[src/rtl/rng_roll_scheduler.sv]
// Roll sequencer: samples the free-running generator at doubling intervals, then freezes and signals done.
// Optional build macro RNG_NO_REPEAT_EN forces every sample to differ from the value currently shown.
module rng_roll_scheduler #(
  parameter int WIDTH       = 4,
  parameter int BASE_CYCLES = 262144,
  parameter int NUM_STEPS   = 9,
  parameter int TIMER_W     = 28
) (
  input  logic                           i_clk,
  input  logic                           i_rst,
  input  logic                           i_start,
  input  logic                           i_stop,
  input  logic [WIDTH-1:0]               i_rnd,
  output logic [WIDTH-1:0]               o_value,
  output logic [WIDTH-1:0]               o_prev,
  output logic                           o_sample,
  output logic                           o_busy,
  output logic                           o_done,
  output logic [$clog2(NUM_STEPS+1)-1:0] o_step
);

  localparam int STEP_W = $clog2(NUM_STEPS + 1);

  localparam logic [1:0] ST_IDLE   = 2'd0;
  localparam logic [1:0] ST_ROLL   = 2'd1;
  localparam logic [1:0] ST_FINISH = 2'd2;

  localparam logic [TIMER_W-1:0] BASE_INT  = TIMER_W'(BASE_CYCLES);
  localparam logic [STEP_W-1:0]  LAST_STEP = STEP_W'(NUM_STEPS - 1);
  localparam logic [STEP_W-1:0]  MAX_STEP  = STEP_W'(NUM_STEPS);

  logic [1:0]         state;
  logic [TIMER_W-1:0] timer;
  logic [TIMER_W-1:0] interval;
  logic [WIDTH-1:0]   next_value;
  logic               take_sample;
  logic               last_sample;

  // NOTE: every signal driven from always_comb gets a default first so no path leaves it unassigned (no latch).
  always_comb begin
    next_value = i_rnd;
`ifdef RNG_NO_REPEAT_EN
    if (i_rnd == o_value) next_value = i_rnd + WIDTH'(1);
`endif
  end

  assign take_sample = i_stop || (timer == interval - TIMER_W'(1));
  assign last_sample = i_stop || (o_step == LAST_STEP);
  assign o_busy      = (state != ST_IDLE);

  // NOTE: state registers use non-blocking assignments so every flop updates from pre-edge values.
  always_ff @(posedge i_clk) begin
    // NOTE: only control and output registers exist here; all of them get a defined reset value.
    if (i_rst) begin
      state    <= ST_IDLE;
      timer    <= '0;
      interval <= BASE_INT;
      o_value  <= '0;
      o_prev   <= '0;
      o_sample <= 1'b0;
      o_done   <= 1'b0;
      o_step   <= '0;
    end else begin
      o_sample <= 1'b0;
      o_done   <= 1'b0;
      if (i_start) begin
        // A new request always wins, aborting any roll in flight without a done pulse.
        state    <= ST_ROLL;
        timer    <= '0;
        interval <= BASE_INT;
        o_step   <= '0;
      end else begin
        case (state)
          ST_ROLL: begin
            if (take_sample) begin
              o_value  <= next_value;
              o_sample <= 1'b1;
              o_step   <= (o_step == MAX_STEP) ? o_step : o_step + STEP_W'(1);
              timer    <= '0;
              if (last_sample) begin
                state <= ST_FINISH;
              end else begin
                interval <= interval << 1;
              end
            end else begin
              timer <= timer + TIMER_W'(1);
            end
          end
          ST_FINISH: begin
            o_prev <= o_value;
            o_done <= 1'b1;
            state  <= ST_IDLE;
          end
          default: state <= ST_IDLE;
        endcase
      end
    end
  end

endmodule

[config.mk]
export PLATFORM = sky130hd
export DESIGN_NAME = rng_roll_scheduler
export DESIGN_NICKNAME = d
export VERILOG_FILES = /design/src/rtl/rng_roll_scheduler.sv
export SDC_FILE = /design/constraint.sdc
export NUM_CORES = 1
export LEC_CHECK = 0
export ABC_AREA = 1
export BUFFER_PORTS_ARGS = -buffer_cell sky130_fd_sc_hd__buf_2
export CORE_UTILIZATION = 64
export CTS_CLUSTER_SIZE = 16
export DETAILED_ROUTE_END_ITERATION = 16
export GPL_TIMING_DRIVEN = 0
export PLACE_DENSITY = 0.84
export SLEW_MARGIN = 20
export SYNTH_ARGS = -nofsm -noshare
export SYNTH_HDL_FRONTEND = slang
export SYNTH_SLANG_ARGS = --single-unit
[constraint.sdc]
create_clock -name i_clk -period 2.95 [get_ports i_clk]
set_input_delay 0.4425 -clock i_clk [delete_from_list [all_inputs] [get_ports i_clk]]
set_output_delay 0.4425 -clock i_clk [all_outputs]
set_load 0.05 [all_outputs]
Word-level counts from Yosys, hierarchy flattened
Cells that the tools add are included.
Storage, ports and cells
  register bits: 54
  bits in latches: 0
  memory bits (writable): 0
  ROM bits: 0
  output and inout port bits: 15
  logic and storage cells: 41
  memories: 0
Cells by class
  add/sub/neg operators: 3
  multiply operators: 0
  div/mod/pow operators: 0
  order comparisons: 0
  equal/unequal tests: 7
  shift operators: 0
  muxes and demuxes: 7
  bitwise gates (word level): 4
  reductions and logical operators: 11
Operator list (count)
  adder 28 x 1 -> 28 bit (second input constant): 1
  == test 28 bit: 1
  2-to-1 mux 28 bit: 1
  subtractor 28 x 1 -> 28 bit (second input constant): 1
  AND reduction 3 bit: 3
  == test 4 bit (second input constant): 2
  2-to-1 mux 1 bit: 6
  != test 3 bit (second input constant): 2
  AND reduction 2 bit: 3
  adder 4 x 1 -> 4 bit (second input constant): 1
  NOT 1 bit: 4
  OR reduction 3 bit: 1
  == test 2 x 1 -> 1 bit (second input constant): 1
  == test 2 bit (second input constant): 1
  logical OR 1 bit: 2
  nonzero test 2 bit: 1
  OR reduction 2 bit: 1

Logic depth before layout (Yosys ltp)
Gate-level depths: netlist of the first run.
  word-level depth: 6
  depth in mapped cells: 18
  gate-level depth less buffers: 17

Least setup slack after synthesis of the first run
No wires, ideal clock.
  path type: register to register
  start point: register interval[18]
  end point: register timer[10]
  setup time: 117 ps
  arrival time: 1798 ps
  required time: 2833 ps
  slack: 1035 ps
  stages on the path, launching flop included: 18
  path buffers: 1
  period minus slack after synthesis: 1915 ps
  cell sequence: dfxtp_1 > inv_1 > ha_1 > nand2_1 > inv_1 > nor2_1 > nand2_1 > nor2_1 > nand2_1 > nor2_1 > nand2_1 > nor2_1 > nand2_1 > nand2_2 > nand2_2 > nand2_2 > buf_4 > nor2_1
On the way
  longest elaborated chain between the ends: 4
Ends and longest elaborated chain
  start, declared: line 34  | logic [TIMER_W-1:0] interval;
  start signal, assigned: line 83  | interval <= interval << 1;
  subtractor 28 x 1 -> 28 bit: line 47  | assign take_sample = i_stop || (timer == interval - TIMER_W'(1));
  == test 28 bit: line 47
  logical OR 1 bit: line 47
  2-to-1 mux 28 bit: line 75  | if (take_sample) begin
  end signal, assigned: line 86  | timer <= timer + TIMER_W'(1);
  end, declared: line 33  | logic [TIMER_W-1:0] timer;
Every way passes these cells.
A chain may end at the register's enable or synchronous reset.

Worst setup path in the final report of the first run
  start point: register interval[18]
  end point: register timer[22]
Same word-level chain as after synthesis.

==> results of run 1 <==
-- cells by family (layout without fill, tap and decap cells) --
family	Yosys count	after routing	share of synthesized area, %
xor+xnor	21	21	6.26
compound gates	24	24	4.13
fa+ha+maj	5	5	2.13
buf+inv	74	104	10.2
flops	54	54	36.8
simple gates	256	256	40.5
-- critical path: stages (launching register included) --
cell and delay (ps):
dfxtp_1 390, inv_1 130, ha_1 330, nand2_1 70, inv_1 30, nor2_1 90, nand2_1 50, nor2_1 80
nand2_1 50, nor2_1 130, nand2_1 60, nor2_1 90, nand2_1 110, nand2_2 130, nand2_2 140, nand2_2 160
buf_4 190, nor2_1 50
-- per-layer routing --
metal | share of wire [%] | GRT usage, %
met5 | 0 | 0
met4 | 2.0 | 8.89
met3 | 2.4 | 4.36
met2 | 48 | 45.0
met1 | 48 | 33.9
-- stage by stage --
stage | setup slack (ps) | cells | cell area [µm²] | total power [W]
2_1_floorplan | 1030 | 434 | 2940 | 0.000847
3_3_place_gp | 612 | 508 | 3110 | 0.000873
3_5_place_dp | 599 | 508 | 3110 | 0.000875
4_1_cts | 572 | 516 | 3230 | 0.00136
5_1_grt | 277 | 516 | 3230 | 0.00141
6_report | 546 | 516 | 3230 | 0.00136
-- state kept, by name, indices dropped and copies added, names as in the netlist --
| signal | cells |
|---|---|
| o_step | 4 |
| o_prev | 4 |
| state | 2 |
| interval | 10 |
| timer | 28 |
| o_value | 4 |
| o_done | 1 |
| o_sample | 1 |
-- report_power, final --
group,total (W),internal [W],switching (W)
Combinational,0.000118,0.0000346,0.0000834
Sequential,0.000743,0.000736,0.00000651
Clock,0.000500,0.000253,0.000248
-- synth_stat cells, drive strengths merged --
library cell / instances / share of area, %
nand3b: 1 / 0.26
ha: 5 / 2.1
buf: 4 / 1.3
nor2: 79 / 11
nor3: 16 / 3.4
clkbuf: 3 / 0.38
nand3: 29 / 5.7
o22ai: 1 / 0.21
nand4: 18 / 3.8
xnor2: 4 / 1.2
a21oi: 12 / 2.0
xor2: 17 / 5.1
dfxtp: 54 / 37
inv: 66 / 8.4
clkinv: 1 / 0.13
nand2: 110 / 15
o21ai: 11 / 1.9
nor4: 2 / 0.43
or2: 1 / 0.21
-- cell type report --
cell class / instances / area (µm²) / area share (%)
Clock inverter: 3 / 45.0 / 1.40
Buffer: 7 / 48.8 / 1.51
Sequential cell: 54 / 1080 / 33.5
Timing Repair Buffer: 22 / 110 / 3.41
Tap cell: 52 / 65.1 / 2.02
Inverter: 67 / 251 / 7.79
Multi-Input combinational cell: 306 / 1560 / 48.3
Clock buffer: 5 / 68.8 / 2.13
-- how the worst max path moves through the flow --
| stage | depth (start not counted) | endpoint | startpoint |
|---|---|---|---|
| 2_1_floorplan | 17 | timer[10] | interval[18] |
| 3_3_place_gp | 17 | timer[24] | interval[18] |
| 3_5_place_dp | 17 | timer[14] | interval[18] |
| 4_1_cts | 17 | timer[14] | interval[18] |
| 5_1_grt | 17 | timer[18] | interval[18] |
| 6_report | 17 | timer[22] | interval[18] |
==> flow_metrics.py, run 1 <==
metrics = {
    "routing": {
        "drc": 0,
        "wl_um": 6170,
        "wl_per_cell_um": 11.9,
        "vias_per_cell": 5.22,
        "drt_pass1_iterations": 4,
        "drtAntennaViolNets": 0,
        "dr_total_vias": 2694,
        "first_iter_violations": 192,
    },
    "clock_network": {
        "cts_buffer_depth": 2,
        "htree_levels": 2,
        "cts_resized": 0,
        "clk_latency_ps": 310,
        "cts.clk_slew.worst_paths_ps": 100,
        "cts_tree": "yes",
        "clock_sinks": 54,
        "postCtsHoldBufs": 0,
        "clockRootBuffer": "clkbuf_8",
        "cts_buffers": 5,
        "post_cts_buffers": 0,
    },
    "sta": {
        "finClkSkew_ps": 3.88,
        "fin_crit_ps": 2400,
        "setup_viol": 0,
        "worstMarginPinSlew_ps": 704,
        "finalHoldViolations": 0,
        "fmax_mhz": 416,
        "timing.final.crit_share_pct": 81.5,
        "hold_ws_ps": 308,
        "finalMaxSlewViolations": 0,
        "rsz0062_at_grt": "false",
        "setup-tns-final_ps": 0,
        "max_slew_margin_pct": 52.7,
    },
    "pwr": {
        "peakVddDrop_v": 0.000314,
        "power_leakage_nw": 1.41,
        "powerDensity_nw_per_um2": 422,
    },
    "floorplanning": {
        "fp.dieH_um": 69.8,
        "fp.coreArea_um2": 4380,
        "fp.dieArea_um2": 4870,
        "chipWidth_um": 69.8,
        "ioPinCount": 23,
        "initial_core_util_pct": 67.0,
        "std_cell_rows": 24,
    },
    "critical_path": {
        "r2r_cells": 17,
        "cp-end-kind": "flop",
        "critPathKind": "flop to flop",
        "r2r-start": "interval[18]",
        "rrSetupSlack_ps": 550,
        "critPathMaxFanout": 10,
        "r2r_end": "timer[22]",
        "worst_ep_arrival_time_ps": 2610,
        "worstSetupStartpointType": "flop",
        "crit_required_ps": 3160,
    },
    "min_path": {
        "min_to": "state[0]",
        "worstHoldPathType": "input pin to flop",
        "hold_start": "i_rst",
        "hold_path_depth": 2,
    },
    "place": {
        "gp_congestion": 0.878,
        "io_buffers": 22,
        "place_hpwl_um": 4610,
    },
    "yosys": {
        "yosys_warnings": 0,
        "ys_types": 30,
        "synth_area_per_cell_um2": 6.77,
        "synth-seq-cells": 54,
        "synth_seq_area_share_pct": 36.8,
        "syn_inst": 434,
        "syn_area_um2": 2940,
        "synth_nets": 447,
    },
    "finish": {
        "layout-drive-gt1-share_pct": 13.1,
        "fillers": 368,
        "fin_util_pct": 73.6,
        "num-nets-final": 476,
        "syn2layout_area_growth_pct": 9.83,
        "layout_common_cells": "101 x nand2_1, 71 x nor2_1, 63 x inv_1",
        "diodes": 0,
        "layout_commonest_cell": "nand2_1",
    },
    "global_routing": {
        "grt_pass1_wl_um": 10400,
        "grt_max_degree": 18,
        "overflow": 0,
        "grt_pass1_vias": 2474,
        "antenna_found_initial": 0,
        "grt_use_total_pct": 26.4,
    },
    "status": {
        "status": "completed",
    },
    "job": {
        "drv_cap": 0,
    },
}
Note: power is estimated with default switching activity, not from simulation.
==> run 2, diff against run 1 <==
--- a/config.mk
+++ b/config.mk
@@ -7,11 +7,11 @@
 export LEC_CHECK = 0
 export ABC_AREA = 1
 export BUFFER_PORTS_ARGS = -buffer_cell sky130_fd_sc_hd__buf_2
-export CORE_UTILIZATION = 64
+export CORE_UTILIZATION = 54
 export CTS_CLUSTER_SIZE = 16
 export DETAILED_ROUTE_END_ITERATION = 16
 export GPL_TIMING_DRIVEN = 0
-export PLACE_DENSITY = 0.84
+export PLACE_DENSITY = 0.76
 export SLEW_MARGIN = 20
 export SYNTH_ARGS = -nofsm -noshare
 export SYNTH_HDL_FRONTEND = slang
==> constraint.sdc (replaced) <==
create_clock -name i_clk -period 2.15 [get_ports i_clk]
set_input_delay 0.3225 -clock i_clk [delete_from_list [all_inputs] [get_ports i_clk]]
set_output_delay 0.3225 -clock i_clk [all_outputs]
set_load 0.05 [all_outputs]
==> run 2 against run 1 <==
Against the previous run: final cell count rose by 5.6%; combinational power up 78%; final area is 10% higher; largest cell class unchanged.
==> flow_metrics.py, run 2 (synthesized netlist as in run 1, its figures left out) <==
metrics = {
    "pwr": {
        "p_clk_share_pct": 35.5,
        "totalPowerFinal_w": 0.00190,
        "switchingPower_w": 0.000472,
        "p_int_w": 0.00143,
        "peakVddDrop_v": 0.000468,
        "power_leakage_nw": 1.50,
        "share_comb_of_total_power_pct": 11.0,
        "powerDensity_nw_per_um2": 537,
        "p_sw_share_pct": 24.8,
        "seqPwrFrac_pct": 53.5,
    },
    "global_routing": {
        "grt_use_total_pct": 23.5,
        "antenna_found_initial": 0,
        "grt_pass1_vias": 2351,
        "grt_pass1_wl_um": 10400,
        "overflow": 0,
        "grt_max_degree": 17,
    },
    "status": {
        "status": "completed",
    },
    "routing": {
        "vias_per_cell": 5.12,
        "drt_pass1_iterations": 4,
        "dr_total_vias": 2792,
        "first_iter_violations": 93,
        "drc": 0,
        "drtAntennaViolNets": 0,
        "wl_per_cell_um": 12.4,
        "wl_um": 6770,
    },
    "critical_path": {
        "cpMostUsedCell": "nor2_1",
        "crit_path_top_delay_cell": "dfxtp_2",
        "critPathMaxFanout": 6,
        "worstSetupStartpointType": "flop",
        "worst_ep_arrival_time_ps": 2340,
        "worstPathCellList": "inv_4 > ha_4 > nor2_1 > nor2_2 > nand2_1 > nor2_1 > nand2_1 > nor2_2 > nand2_1 > nor2_1 > nand2_2 > nand2_8 > nand2_8 > nand2_8 > clkbuf_16 > nor2_1",
        "cpPeakStageDelay_ps": 370,
        "path_buf_inv": 2,
        "critPathKind": "flop to flop",
        "crit_required_ps": 2350,
        "crit_family": "simple AND/OR/NAND/NOR gates",
        "cp-end-kind": "flop",
    },
    "place": {
        "gp_congestion": 0.868,
        "placed_area_um2": 3140,
        "place_hpwl_um": 4730,
        "io_buffers": 22,
        "dpl.cell_count": 526,
    },
    "clock_network": {
        "clock_sinks": 54,
        "cts_buffers": 5,
        "clk_latency_ps": 310,
        "htree_levels": 2,
        "postCtsHoldBufs": 0,
        "cts_buffer_depth": 2,
        "clockRootBuffer": "clkbuf_8",
        "cts.clk_slew.worst_paths_ps": 100,
        "cts_tree": "yes",
    },
    "finish": {
        "layout-drive-gt1-share_pct": 22.3,
        "layout_commonest_cell": "nand2_1",
        "reg.largest.list": "timer x28, interval x10",
        "fin_area_um2": 3550,
        "num-nets-final": 487,
        "diodes": 0,
        "fin_util_pct": 68.6,
        "top_register": "timer",
        "largest_reg_flops": 28,
        "layoutNonFillerInstCount": 545,
        "layout_common_cells": "95 x nand2_1, 58 x inv_1, 52 x dfxtp_1",
        "syn2layout_area_growth_pct": 20.8,
    },
    "sta": {
        "fmax_mhz": 466,
        "fin_crit_ps": 2140,
        "timing.final.crit_share_pct": 99.7,
        "finalMaxSlewViolations": 0,
        "hold_ws_ps": 189,
        "rsz0062_at_grt": "true",
        "worstMarginPinSlew_ps": 874,
        "setup_viol": 0,
        "max_slew_margin_pct": 41.5,
        "finalHoldViolations": 0,
        "finClkSkew_ps": 8.73,
    },
    "job": {
        "drv_cap": 0,
    },
    "floorplanning": {
        "fp.dieH_um": 75.8,
        "std_cell_rows": 26,
        "initial_core_util_pct": 56.8,
        "fp.coreArea_um2": 5170,
        "chipWidth_um": 75.8,
        "ioPinCount": 23,
        "fp.dieArea_um2": 5740,
    },
    "min_path": {
        "worstHoldPathType": "input pin to flop",
    },
}
==> run 2: cell count changes in the layout (fill, tap and decap cells not counted), moves of 3 or more <==
cell	before	now
nand2_2	7	10
nand2_8	0	3
nor2_1	71	51
clkbuf_16	0	3
inv_2	3	7
nor2_2	4	22
inv_1	63	58
buf_4	2	8
nand2_1	101	95
buf_8	0	4
==> run 2: stage by stage <==
stage / TNS (ps) / setup slack (ps)
after floorplan: 0 / 235
after global placement: -5170 / -224
after detailed placement: -5920 / -241
after CTS: 0 / 22.2
after global routing: -2890 / -102
final: 0 / 5.79
==> run 2: cell type report <==
| cell class | count | area [µm²] |
|---|---|---|
| inverters | 67 | 254 |
| clock buffers | 6 | 72.6 |
| clock inverters | 2 | 37.5 |
| fillers | 451 | 1620 |
| flip-flops and latches | 54 | 1080 |
| plain buffers | 7 | 71.3 |
| multi-input cells | 306 | 1700 |
| well taps | 70 | 87.6 |
| repair buffers | 33 | 245 |
==> run 2: worst reg2reg max path, cell delays in order, from the launching register on <==
cell and delay, ps:
dfxtp_2 370, inv_4 50, ha_4 260, nor2_1 50, nor2_2 110, nand2_1 60, nor2_1 100, nand2_1 70
nor2_2 130, nand2_1 70, nor2_1 120, nand2_2 120, nand2_8 130, nand2_8 90, nand2_8 120, clkbuf_16 170
nor2_1 40
==> run 2: repair_timing <==
action / 4_1_cts / 5_1_grt
pin swaps: 1 / 15
endpoints found under the setup margin: 46 / 43
setup buffers: 2 / 6
cloned: 0 / 3
endpoints found under the hold margin: 0 / 0
resized for setup: 11 / 42
==> run 2: power groups by stage <==
stage	logic, W	registers, W	clock network (W)
after detailed placement	0.000160	0.00104	0
after CTS	0.000169	0.00102	0.000697
final	0.000210	0.00102	0.000675
after floorplan	0.000105	0.00106	0
after global placement	0.000157	0.00104	0
after global routing	0.000230	0.00102	0.000730
==> run 2: final timing paths <==
| kind | from | endpoint | slack (ps) | cells past startpoint |
|---|---|---|---|---|
| max reg2reg | interval[18] | timer[18] | 6 | 16 |
| min | i_rst | state[0] | 190 | 2 |
| max | interval[18] | timer[18] | 6 | 16 |
| min reg2reg | o_value[0] | o_prev[0] | 470 | 2 |
==> run 2: layer usage <==
metal,routed length (µm),GRT usage (%),up-vias,share of wire [%]
met2,3370,39.2,44,50
met1,3160,31.9,1305,47
li1,-,-,1439,-
met4,33,4.53,0,0.49
met5,0,0,-,0
met3,208,3.97,4,3.1
==> run 3, diff against run 2 <==
--- a/config.mk
+++ b/config.mk
@@ -5,13 +5,12 @@
 export SDC_FILE = /design/constraint.sdc
 export NUM_CORES = 1
 export LEC_CHECK = 0
-export ABC_AREA = 1
 export BUFFER_PORTS_ARGS = -buffer_cell sky130_fd_sc_hd__buf_2
-export CORE_UTILIZATION = 54
+export CORE_UTILIZATION = 53
 export CTS_CLUSTER_SIZE = 16
 export DETAILED_ROUTE_END_ITERATION = 16
 export GPL_TIMING_DRIVEN = 0
-export PLACE_DENSITY = 0.76
+export PLACE_DENSITY = 0.75
 export SLEW_MARGIN = 20
 export SYNTH_ARGS = -nofsm -noshare
 export SYNTH_HDL_FRONTEND = slang
==> run 3 against run 2 <==
Against the previous run: the run now ends with setup timing left; synthesized cell count decreased by 31%; count of clock-buffer cells in the layout increased by 1; global-route usage decreased by 2.0 points; core utilization decreased by 1.4 points; wire length decreased by 20%; register-to-register slack got worse by 250 ps; highest routed layer unchanged.
==> flow_metrics.py, run 3 <==
metrics = {
    "critical_path": {
        "worst_ep_arrival_time_ps": 2610,
        "worstPathCellList": "inv_2 > ha_4 > o21ba_1 > a221oi_2 > a41oi_2 > nor4_4 > buf_4 > nand3_4 > buf_4 > o21bai_4 > buf_6 > nor2_1",
        "path_buf_inv": 4,
        "crit_required_ps": 2370,
        "crit_start": "interval[18]",
        "critPathKind": "flop to flop",
        "cpPeakStageDelay_ps": 360,
        "crit_path_top_delay_cell": "dfxtp_4",
        "worstSetupStartpointType": "flop",
        "cp-end-kind": "flop",
        "critPathMaxFanout": 10,
        "crit_family": "compound AO/OA/AOI/OAI gates",
        "cpMostUsedCell": "buf_4",
        "r2r-start": "interval[18]",
    },
    "finish": {
        "top_register": "timer",
        "num-nets-final": 358,
        "multi_input_area_um2": 1580,
        "largest_reg_flops": 28,
        "syn2layout_area_growth_pct": 20.8,
        "reg.largest.list": "timer x28, interval x10",
        "layout_common_cells": "48 x dfxtp_1, 44 x nor2_1, 37 x nand2_1",
        "ff_latch_area_um2": 1090,
        "diodes": 0,
        "layout-drive-gt1-share_pct": 22.5,
        "layout_commonest_cell": "dfxtp_1",
        "fillers": 410,
    },
    "routing": {
        "first_iter_violations": 89,
        "drtAntennaViolNets": 0,
        "wl_met1_um": 2560,
        "highest_layer": "met4",
        "wl_per_cell_um": 13.1,
        "vias_per_cell": 5.39,
        "dr_total_vias": 2225,
        "wl_um": 5400,
        "met2_length_um": 2640,
        "wl_met3_um": 138,
        "drc": 0,
        "drt_pass1_iterations": 4,
    },
    "yosys": {
        "synth-xor-area-share_pct": 11.9,
        "async_flop_share_pct": 0,
        "synth_area_per_cell_um2": 8.85,
        "yosys_warnings": 0,
        "synth.most_common_cell": "dfxtp_1",
        "ys.flop_type": "dfxtp_1",
        "yosys-top-cells-count": "54 x dfxtp_1, 45 x nor2_1, 37 x nand2_1, 19 x xor2_1",
        "synth_area_leaders": "dfxtp_1 41%, mux2i_1 6.4%, nor2_1 6.4%, xor2_1 6.3%, xnor2_1 5.6%",
        "synth-seq-cells": 54,
        "synth_edf_count": 0,
        "syn_inst": 299,
        "synth-simple-area-share_pct": 27.1,
        "yosys.area.top_type": "dfxtp_1",
        "synth_compound_area_share_pct": 8.60,
        "syn_area_um2": 2650,
        "synth_top_family_by_area": "simple AND/OR/NAND/NOR gates",
        "synthMuxAreaShare_pct": 6.43,
        "synth_fa_ha_area_share_pct": 2.36,
        "synth_top_area_share_pct": 40.8,
        "synth_nets": 312,
        "synth_seq_area_share_pct": 40.8,
        "ys_types": 43,
    },
    "pwr": {
        "share_comb_of_total_power_pct": 6.5,
        "p_clk_share_pct": 34.3,
        "seqPwrFrac_pct": 59.2,
        "powerDensity_nw_per_um2": 533,
        "p_sw_share_pct": 23.3,
        "peakVddDrop_v": 0.000313,
        "p_int_w": 0.00131,
        "totalPowerFinal_w": 0.00170,
        "power_leakage_nw": 1.20,
        "switchingPower_w": 0.000398,
    },
    "status": {
        "status": "complete, but fails checks",
        "violations": "setup timing",
    },
    "clock_network": {
        "clock_sinks": 54,
        "cts_buffers": 5,
        "cts.clk_slew.worst_paths_ps": 100,
        "htree_levels": 2,
        "clk_latency_ps": 310,
        "clockRootBuffer": "clkbuf_8",
        "cts_tree": "yes",
        "cts_buffer_depth": 2,
        "postCtsHoldBufs": 0,
    },
    "global_routing": {
        "grt_max_degree": 16,
        "overflow": 0,
        "antenna_found_initial": 0,
        "grt_use_total_pct": 21.4,
        "grt_pass1_wl_um": 8870,
        "grt_pass1_vias": 1995,
    },
    "sta": {
        "fmax_mhz": 417,
        "fin_crit_ps": 2400,
        "finalHoldViolations": 0,
        "setup_viol": 45,
        "finalMaxSlewViolations": 0,
        "setup_ws_ps": -246,
        "worstMarginPinSlew_ps": 846,
        "timing.final.crit_share_pct": 111,
        "rsz0062_at_grt": "true",
        "finClkSkew_ps": 10.9,
        "max_slew_margin_pct": 43.4,
    },
    "min_path": {
        "hold_start": "i_rnd[3]",
        "worstHoldPathType": "input pin to flop",
    },
    "place": {
        "io_buffers": 21,
        "place_ws_ps": -526,
        "place_hpwl_um": 3480,
        "gp_congestion": 0.758,
    },
    "job": {
        "drv_cap": 0,
    },
    "floorplanning": {
        "fp.coreArea_um2": 4750,
        "chipWidth_um": 72.7,
        "fp.dieH_um": 72.7,
        "initial_core_util_pct": 55.7,
        "fp.dieArea_um2": 5280,
        "std_cell_rows": 25,
        "ioPinCount": 23,
    },
}
run 3: cell types whose count changed after synthesis, moves of 10 or more:
cell and change:
nand2_1 -64, inv_1 -57, nor2_1 -26, mux2i_1 +17, nand3_1 -15, nand4_1 -13
xnor2_1 +13, nand2b_1 +10
run 3: power groups by stage:
stage	Sequential, W	Combinational (W)	Clock (W)
CTS	0.00101	0.0000957	0.000595
global placement	0.00103	0.0000895	0
detailed placement	0.00103	0.0000896	0
floorplan	0.00104	0.0000533	0
global route	0.00101	0.000119	0.000642
finish	0.00101	0.000111	0.000584
run 3: cell type report:
| cell class | count | area share (%) |
|---|---|---|
| clock buffer | 7 | 2.70 |
| inverter | 6 | 0.704 |
| tap | 67 | 2.62 |
| multi-input combinational | 228 | 49.4 |
| timing repair buffer | 40 | 8.33 |
| sequential | 54 | 34.1 |
| clock inverter | 1 | 0.156 |
| buffer | 10 | 2.00 |
run 3: tightest hold or removal path, cell delays in order:
cell	delay, ps
buf_2	90
nand2b_1	50
mux2i_1	60
run 3: per-layer routing:
metal	global-route usage (%)	vias to the layer above
li1	-	1115
met5	0	-
met3	4.56	8
met4	6.54	0
met2	36.2	28
met1	27.4	1074
run 3: worst paths after layout:
check                 end  slack, ps  depth (start not counted)
max             timer[19]       -250                         12
min            o_value[3]        260                          3
max reg2reg     timer[19]       -250                         12
min reg2reg  interval[27]        480                          2
run 3: cells by family (layout without fill, tap and decap cells):
group	Yosys count	in the layout
fa+ha+maj	5	5
compound gates	29	29
buf+inv	17	64
flops	54	54
simple gates	141	141
xor+xnor	36	36
mux	17	17
run 3: timing repair:
| action | in CTS | in global routing |
|---|---|---|
| gates resized for setup | 13 | 17 |
| buffers inserted | 11 | 5 |
| endpoints found under the setup margin | 45 | 45 |
| gates cloned | 1 | 2 |
| pin swaps | 5 | 3 |
run 3: through the flow:
step / TNS, ps / hold WS [ps] / area [µm²] / util [%] / cells
CTS: -6730 / 258 / 3080 / 64.8 / 406
global placement: -15650 / 461 / 2870 / 60.3 / 387
floorplan: -5740 / 427 / 2680 / - / 299
global route: -13600 / 266 / 3200 / 67.3 / 413
detailed placement: -17230 / 468 / 2870 / 60.3 / 387
finish: -9080 / 260 / 3200 / 67.3 / 413
